==> src/rtl/bcd_pkg.sv <==
// Shared constants for the BCD display path: active-high gfedcba segment
// patterns for 0-9, the error glyph 'E', a blank pattern and the BCD limit.
package bcd_pkg;

  localparam logic [6:0] SEG_0     = 7'h3F;
  localparam logic [6:0] SEG_1     = 7'h06;
  localparam logic [6:0] SEG_2     = 7'h5B;
  localparam logic [6:0] SEG_3     = 7'h4F;
  localparam logic [6:0] SEG_4     = 7'h66;
  localparam logic [6:0] SEG_5     = 7'h6D;
  localparam logic [6:0] SEG_6     = 7'h7D;
  localparam logic [6:0] SEG_7     = 7'h07;
  localparam logic [6:0] SEG_8     = 7'h7F;
  localparam logic [6:0] SEG_9     = 7'h6F;
  localparam logic [6:0] SEG_E     = 7'h79;
  localparam logic [6:0] SEG_BLANK = 7'h00;

  localparam logic [3:0] BCD_MAX   = 4'd9;

endpackage

==> src/rtl/bcd_to_seg7.sv <==
// Combinational 4-bit digit to active-high gfedcba segment decoder.
// Codes above 9 are not BCD and render as 'E'.
module bcd_to_seg7
  import bcd_pkg::*;
(
  input  logic [3:0] digit_i,
  output logic [6:0] seg_o
);

  always_comb begin
    seg_o = SEG_E;
    case (digit_i)
      4'd0: seg_o = SEG_0;
      4'd1: seg_o = SEG_1;
      4'd2: seg_o = SEG_2;
      4'd3: seg_o = SEG_3;
      4'd4: seg_o = SEG_4;
      4'd5: seg_o = SEG_5;
      4'd6: seg_o = SEG_6;
      4'd7: seg_o = SEG_7;
      4'd8: seg_o = SEG_8;
      4'd9: seg_o = SEG_9;
      default: seg_o = SEG_E;
    endcase
  end

endmodule

==> src/rtl/bcd_display_driver.sv <==
// Time-multiplexed 7-segment driver for a packed BCD word with a one-entry,
// frame-synchronised pending buffer. LEADING_ZERO_BLANK_EN blanks leading zeros.
module bcd_display_driver
  import bcd_pkg::*;
#(
  parameter int NUM_DIGITS     = 2,
  parameter int REFRESH_DIV    = 4,
  parameter int SEG_ACTIVE_LOW = 0
) (
  input  logic                    clk,
  input  logic                    rst,
  input  logic                    in_valid,
  input  logic [4*NUM_DIGITS-1:0] in_digits,
  output logic                    in_ready,
  output logic [6:0]              seg,
  output logic [NUM_DIGITS-1:0]   an,
  output logic                    err
);

  localparam int DIV_W = (REFRESH_DIV > 1) ? $clog2(REFRESH_DIV) : 1;
  localparam int IDX_W = (NUM_DIGITS > 1) ? $clog2(NUM_DIGITS) : 1;
  localparam logic [6:0]            SEG_POL = (SEG_ACTIVE_LOW != 0) ? 7'h7F : 7'h00;
  localparam logic [NUM_DIGITS-1:0] AN_POL  = (SEG_ACTIVE_LOW != 0) ? '1 : '0;

  logic [DIV_W-1:0]        div_cnt_q, div_cnt_d;
  logic [IDX_W-1:0]        digit_idx_q, digit_idx_d;
  logic [4*NUM_DIGITS-1:0] disp_q, disp_d;
  logic [4*NUM_DIGITS-1:0] pend_q, pend_d;
  logic                    pend_vld_q, pend_vld_d;
  logic [6:0]              seg_q, seg_d;
  logic [NUM_DIGITS-1:0]   an_q, an_d;
  logic                    err_q, err_d;

  logic                    last_div, last_digit, frame_end;
  logic [3:0]              digit_arr [NUM_DIGITS];
  logic [NUM_DIGITS-1:0]   digit_bad;
  logic [NUM_DIGITS-1:0]   blank_mask;
  logic [NUM_DIGITS-1:0]   an_onehot;
  logic [3:0]              cur_digit;
  logic [6:0]              dec_seg;

  assign last_div   = (div_cnt_q == DIV_W'(REFRESH_DIV - 1));
  assign last_digit = (digit_idx_q == IDX_W'(NUM_DIGITS - 1));
  assign frame_end  = last_div && last_digit;
  assign in_ready   = !pend_vld_q;

  always_comb begin
    div_cnt_d   = last_div ? '0 : div_cnt_q + DIV_W'(1);
    digit_idx_d = digit_idx_q;
    if (last_div) begin
      digit_idx_d = last_digit ? '0 : digit_idx_q + IDX_W'(1);
    end
  end

  // The shown word only changes on frame_end, so a frame never mixes two words.
  always_comb begin
    disp_d     = disp_q;
    pend_d     = pend_q;
    pend_vld_d = pend_vld_q;
    if (frame_end) begin
      if (pend_vld_q) begin
        disp_d     = pend_q;
        pend_vld_d = 1'b0;
      end else if (in_valid) begin
        disp_d = in_digits;
      end
    end else if (in_valid && !pend_vld_q) begin
      pend_d     = in_digits;
      pend_vld_d = 1'b1;
    end
  end

  for (genvar gi = 0; gi < NUM_DIGITS; gi++) begin : g_digit
    assign digit_arr[gi] = disp_q[4*gi +: 4];
    assign digit_bad[gi] = (disp_q[4*gi +: 4] > BCD_MAX);
    assign an_onehot[gi] = (digit_idx_q == IDX_W'(gi));
  end

`ifdef LEADING_ZERO_BLANK_EN
  // Walk from the MS digit down; the run of zeros ends at the first non-zero.
  logic zero_run;
  always_comb begin
    zero_run   = 1'b1;
    blank_mask = '0;
    for (int k = NUM_DIGITS - 1; k >= 0; k--) begin
      zero_run      = zero_run && (digit_arr[k] == 4'd0);
      blank_mask[k] = zero_run && (k != 0);
    end
  end
`else
  assign blank_mask = '0;
`endif

  assign cur_digit = digit_arr[digit_idx_q];

  bcd_to_seg7 u_dec (
    .digit_i (cur_digit),
    .seg_o   (dec_seg)
  );

  always_comb begin
    seg_d = (blank_mask[digit_idx_q] ? SEG_BLANK : dec_seg) ^ SEG_POL;
    an_d  = an_onehot ^ AN_POL;
    err_d = |digit_bad;
  end

  always_ff @(posedge clk) begin
    if (rst) begin
      div_cnt_q   <= '0;
      digit_idx_q <= '0;
      disp_q      <= '0;
      pend_q      <= '0;
      pend_vld_q  <= 1'b0;
      seg_q       <= SEG_BLANK ^ SEG_POL;
      an_q        <= AN_POL;
      err_q       <= 1'b0;
    end else begin
      div_cnt_q   <= div_cnt_d;
      digit_idx_q <= digit_idx_d;
      disp_q      <= disp_d;
      pend_q      <= pend_d;
      pend_vld_q  <= pend_vld_d;
      seg_q       <= seg_d;
      an_q        <= an_d;
      err_q       <= err_d;
    end
  end

  assign seg = seg_q;
  assign an  = an_q;
  assign err = err_q;

endmodule

==> config.mk <==
export PLATFORM = sky130hd
export DESIGN_NAME = bcd_display_driver
export DESIGN_NICKNAME = d
export VERILOG_FILES = /design/src/rtl/bcd_pkg.sv /design/src/rtl/bcd_to_seg7.sv /design/src/rtl/bcd_display_driver.sv
export SDC_FILE = /design/constraint.sdc
export NUM_CORES = 1
export LEC_CHECK = 0
export CAP_MARGIN = 20
export CORE_ASPECT_RATIO = 1.5
export CORE_MARGIN = 1
export CORE_UTILIZATION = 32
export DETAILED_ROUTE_END_ITERATION = 16
export GPL_ROUTABILITY_DRIVEN = 0
export PLACE_DENSITY = 0.59
export SETUP_SLACK_MARGIN = 0.4
export SLEW_MARGIN = 10
export SYNTH_ARGS = -nofsm -noshare
export SYNTH_HDL_FRONTEND = slang
export SYNTH_SLANG_ARGS = --single-unit
==> constraint.sdc <==
create_clock -name clk -period 4.55 [get_ports clk]
set_input_delay 0.91 -clock clk [delete_from_list [all_inputs] [get_ports clk]]
set_output_delay 0.91 -clock clk [all_outputs]
set_load 0.005 [all_outputs]
# After elaboration in Yosys (flattened, before gate mapping)
# Memory sizes are Yosys's and may differ from the RTL's. A register that Yosys moved wholly into a read port is not among the register bits.
# Index checks and enable logic that the tools add are counted.
[op_classes]
bitwise = 3
n_mux = 7
addsub = 2
magnitude_cmp = 4
n_reduce_logical = 10
n_eq_ne = 1
[ops]
columns = ["operator", "count"]
rows = [
  ["$mux W8", 2],
  ["$mux W4", 3],
  ["$gt A4 B4 Y1 const B", 2],
  ["$reduce_or A2 Y1", 4],
  ["$reduce_and A2 Y1", 2],
  ["$add A2 B1 Y2 const B", 1],
  ["$eq A2 B2 Y1 const B", 1],
  ["$ge A2 B2 Y1 const B", 1],
  ["$logic_and A1 B1 Y1", 2],
  ["$lt A1 B2 Y1 const B", 1],
  ["$mux W1", 2],
  ["$not A1 Y1", 2],
  ["$not A1 Y2", 1],
  ["$reduce_bool A2 Y1", 1],
  ["$add A1 B1 Y1 const B", 1],
  ["$logic_not A1 Y1", 1],
]
[word_totals]
memories = 1
regBits = 23
elab_cells = 35
rom_bits = 112
output_inout_bits = 11
inputBits = 11
[mem_list]
columns = ["memory", "depth", "word_bits", "rd", "rd_ports_with_merged_regs", "wr", "line", "text"]
rows = [
  ["(no name shown)", 16, 7, 1, 1, 0, "bcd_to_seg7.sv:12", "case (digit_i)"],
]

# Longest topological paths before layout
[depth]
ltp_word = 4
ltp_mapped = 7
mapped_depth_nobuf = 6

# By module
# A second synthesis with hierarchy kept.
[unflattened]
hier_cells = 141
area_unflattened_um2 = 1351.3
[modules_own_cells]
columns = ["module", "cells_per_inst", "area_each_um2", "instances", "seq_area_each_um2"]
rows = [
  ["bcd_display_driver", 115, 1161.1, 1, 600.6],
  ["bcd_to_seg7", 26, 190.2, 1, 0.0],
]

# Worst setup path after synthesis
# OpenSTA, ideal clock, no wires.
[synth_timing]
path_type = "register to register"
from = "reg digit_idx_q"
to = "reg seg_q[0] (netlist: seg[0])"
n_path_buf = 1
slack_ns = 2.877
required_ns = 4.480
stages_incl_launch_ff = 7
arrival_time_ns = 1.603
synth_period_minus_slack_ns = 1.673
setup_ns = 0.070
cell_sequence = "dfxtp_1 > buf_6 > mux2i_1 > inv_1 > ha_1 > mux2_2 > a21oi_1"
[synth_via]
elab_chain_len = 4
[synth_lines]
columns = ["element", "line", "text"]
rows = [
  ["start, declared", "bcd_display_driver.sv:26", "logic [IDX_W-1:0] digit_idx_q, digit_idx_d;"],
  ["start signal, assigned", "bcd_display_driver.sv:119", "digit_idx_q <= digit_idx_d;"],
  ["$not A1 Y2 (not written as such)", "bcd_display_driver.sv:94", "assign cur_digit = digit_arr[digit_idx_q];"],
  ["$mux W4 (not written as such) (3 in a row)", "bcd_display_driver.sv:94", ""],
  ["end, declared", "bcd_display_driver.sv:30", "logic [6:0] seg_q, seg_d;"],
]
# Every way passes these cells. The select of a mux whose other input is x is not followed.
# A chain may end at the register's enable or synchronous reset.

# Worst setup path in the final report
[layout_timing]
from = "reg pend_vld_q"
to = "out in_ready"
[layout_via]
elab_chain_len = 1
[layout_lines]
columns = ["element", "line", "text"]
rows = [
  ["start, declared", "bcd_display_driver.sv:29", "logic pend_vld_q, pend_vld_d;"],
  ["start signal, assigned", "bcd_display_driver.sv:122", "pend_vld_q <= pend_vld_d;"],
  ["$logic_not A1 Y1", "bcd_display_driver.sv:45", "assign in_ready = !pend_vld_q;"],
  ["end, declared", "bcd_display_driver.sv:14", "output logic in_ready,"],
]
# Every way passes these cells.

==> flow_summary.ini <==
[route]
drc = 0
ant_nets = 0
drtIter0Drc = 5
via_per_inst = 5.020
via_count = 1009
post_drt_wl_per_cell_um = 12.26
wirelength_um = 2464
dr.pass1.iters = 4

[yosys]
synth_area_mm2 = 0.001331
syn_area_per_cell_um2 = 9.935
yosys_warnings = 0
synth-edff-count = 0
ys_seq_area_share_pct = 45.11
yosys.area.top_type = dfxtp_1
synth_area_leaders = dfxtp_1 (45%), mux2i_1 (7.5%), ha_1 (6.6%)
async_reset_ff_share_pct = 0
syn_nets = 152
yosysTopAreaCellShare_pct = 45.11
ys_seq_elements = 30
syn_inst = 134
yosys.cell_types.count = 27
synth_flop_cell = dfxtp_1

[placed_design]
placed_area_mm2 = 0.001550
dpl.hpwl_um = 1720
place.port_buffers = 21

[power_and_ir_drop]
power.density_mw_per_mm2 = 355.5
power_w = 0.0005987
vdd_drop_max_uv = 225.6
leakagePower_nw = 0.6355

[global_routing]
grt_pass1_wl_um = 4098
grt-ovfl-total = 0
grt_max_degree = 31
grt_pass1_vias = 960
grtUsageTotal_pct = 13.11
grt_antenna_before_repair = 0

[cts]
clk_latency_ps = 280
cts_setup_buffers = 0
cts_buffers = 5
clkTransAtPathRegs_ps = 60
clock_sinks = 30
cts_tree = yes
ctsLongestPathBuffers = 2
cts-resized-gates = 0
postCtsHoldBufs = 0
cts_htree_levels = 2
root_buffer = clkbuf_8

[setup_path]
reg2reg_from = digit_idx_q$_SDFFE_PP0N_
cp-end-kind = output pin
path_class = reg -> out
cpPeakStageDelay_ps = 730
cpMaxStageDelayCell = dfxtp_1
crit_path_start = pend_vld_q$_SDFFE_PP0P_
worstPathMaxFanout = 13
worstPathRequired_ps = 3640
worstPathCellList = inv_1 > clkdlybuf4s50_1
cp-start-kind = flop
worstPathArrival_ps = 1570

[die]
start_util_pct = 33.63
fp.coreArea_mm2 = 0.003959
die_x_um = 54.67
die-area_mm2 = 0.004428
rows = 28
ioPinCount = 22
die_h_um = 81.00

[sta]
grt_setup_unrepaired = false
drv_slew = 0
clock_skew_ps = 3.344
final.min_clock_period_ps = 2476
whs_ps = 444.9
period_share_pct = 54.42
fmax_ghz = 0.4038
hold_viol_final = 0
max_slew.worst_pin.slew_ps = 646.3
tns_ps = 0
slew_headroom_pct = 56.85
setup_viol = 0

[finish]
final_util_pct = 42.54
fillers = 406
drive_gt1_share_pct = 10.90
multiInputGateArea_um2 = 664.4
regArea_um2 = 600.6
final_area_mm2 = 0.001684
areaGrowthSynthToFinish_pct = 26.50
finalNetCount = 173
n_antenna_cell = 0

[worst_hold_path]
min_from = div_cnt_q[0]$_SDFF_PP0_
hold_path_class = reg -> reg

[run_status]
status = complete, no violations

[flow_run]
drv_cap = 0
[power breakdown]
part / internal, W / switching (W) / total, W
Combinational: 0.0000332 / 0.0000221 / 0.0000554
Clock: 0.000163 / 0.0000937 / 0.000257
Sequential: 0.000275 / 0.0000108 / 0.000286
[cell usage after synthesis, drive strengths merged (3+ instances only)]
cell    count
a211oi      9
nand3       8
o21ai      11
inv         5
buf         5
mux2i      13
mux2        4
a21oi      15
nor2       11
clkbuf      3
ha          7
dfxtp      30
[final cells by class]
class	count	area share (%)
flip-flops and latches	30	35.66
clock inverters	1	1.783
multi-input cells	91	39.45
well taps	45	3.343
clock buffers	7	4.532
inverters	5	1.114
repair buffers	22	14.12
[logic make-up (layout without fill, tap and decap cells)]
| family | Yosys count | after routing | share of synthesized area (%) |
|---|---|---|---|
| adder cells (fa/ha/maj) | 7 | 7 | 6.579 |
| flip-flops | 30 | 30 | 45.11 |
| AND/OR/NAND/NOR | 28 | 28 | 9.869 |
| buffers and inverters | 13 | 35 | 4.981 |
| XOR/XNOR | 1 | 1 | 0.6580 |
| multiplexers | 17 | 17 | 14.66 |
| AO/OA/AOI/OAI | 38 | 38 | 18.14 |
[cells in the final DEF (no fill, tap or decap), types with 4 or more instances in the layout]
cell             synthesis  final
a211oi_1                 8      8
o21ai_0                 11     11
inv_1                    5      5
mux2_2                   4      4
clkdlybuf4s50_1          0     21
mux2i_1                 10     10
a21oi_1                 14     14
dfxtp_1                 30     30
clkbuf_8                 0      5
nand3_1                  8      8
ha_1                     7      7
nor2_1                  11     11
[worst paths after layout]
path	slack [ps]	endpoint	cells after the start
hold reg to reg	440	div_cnt_q[0]$_SDFF_PP0_	1
setup / recovery	2070	in_ready	2
setup reg to reg	2490	seg[3]$_SDFF_PP0_	5
hold / removal	440	div_cnt_q[0]$_SDFF_PP0_	1
[worst max-delay path, delay by kind of cell (launching register included)]
kind / cells / cell delay [ps]
DFF: 1 / 730
buffers and inverters: 2 / 550
[sequential cells by signal, summed over array words and instances (netlist names)]
| register | flops |
|---|---|
| pend_q | 8 |
| pend_vld_q | 1 |
| digit_idx_q | 1 |
| an | 2 |
| seg | 7 |
| err | 1 |
| div_cnt_q | 2 |
| disp_q | 8 |
[stage by stage]
step,setup WS (ps),std cells
6_report,2074,201
5_1_grt,2013,201
4_1_cts,2067,200
3_5_place_dp,2071,192
3_3_place_gp,2159,192
2_1_floorplan,2877,134
[routing by layer]
layer  vias up  global-route usage (%)  share of wire, %
li1        516                       -                 -
met1       459                   13.28                43
met2        28                   21.81                49
met3         6                   5.618               5.8
met4         0                   6.923               2.2
met5         -                       0                 0
No activity file was read; power rests on OpenSTA's default activity.
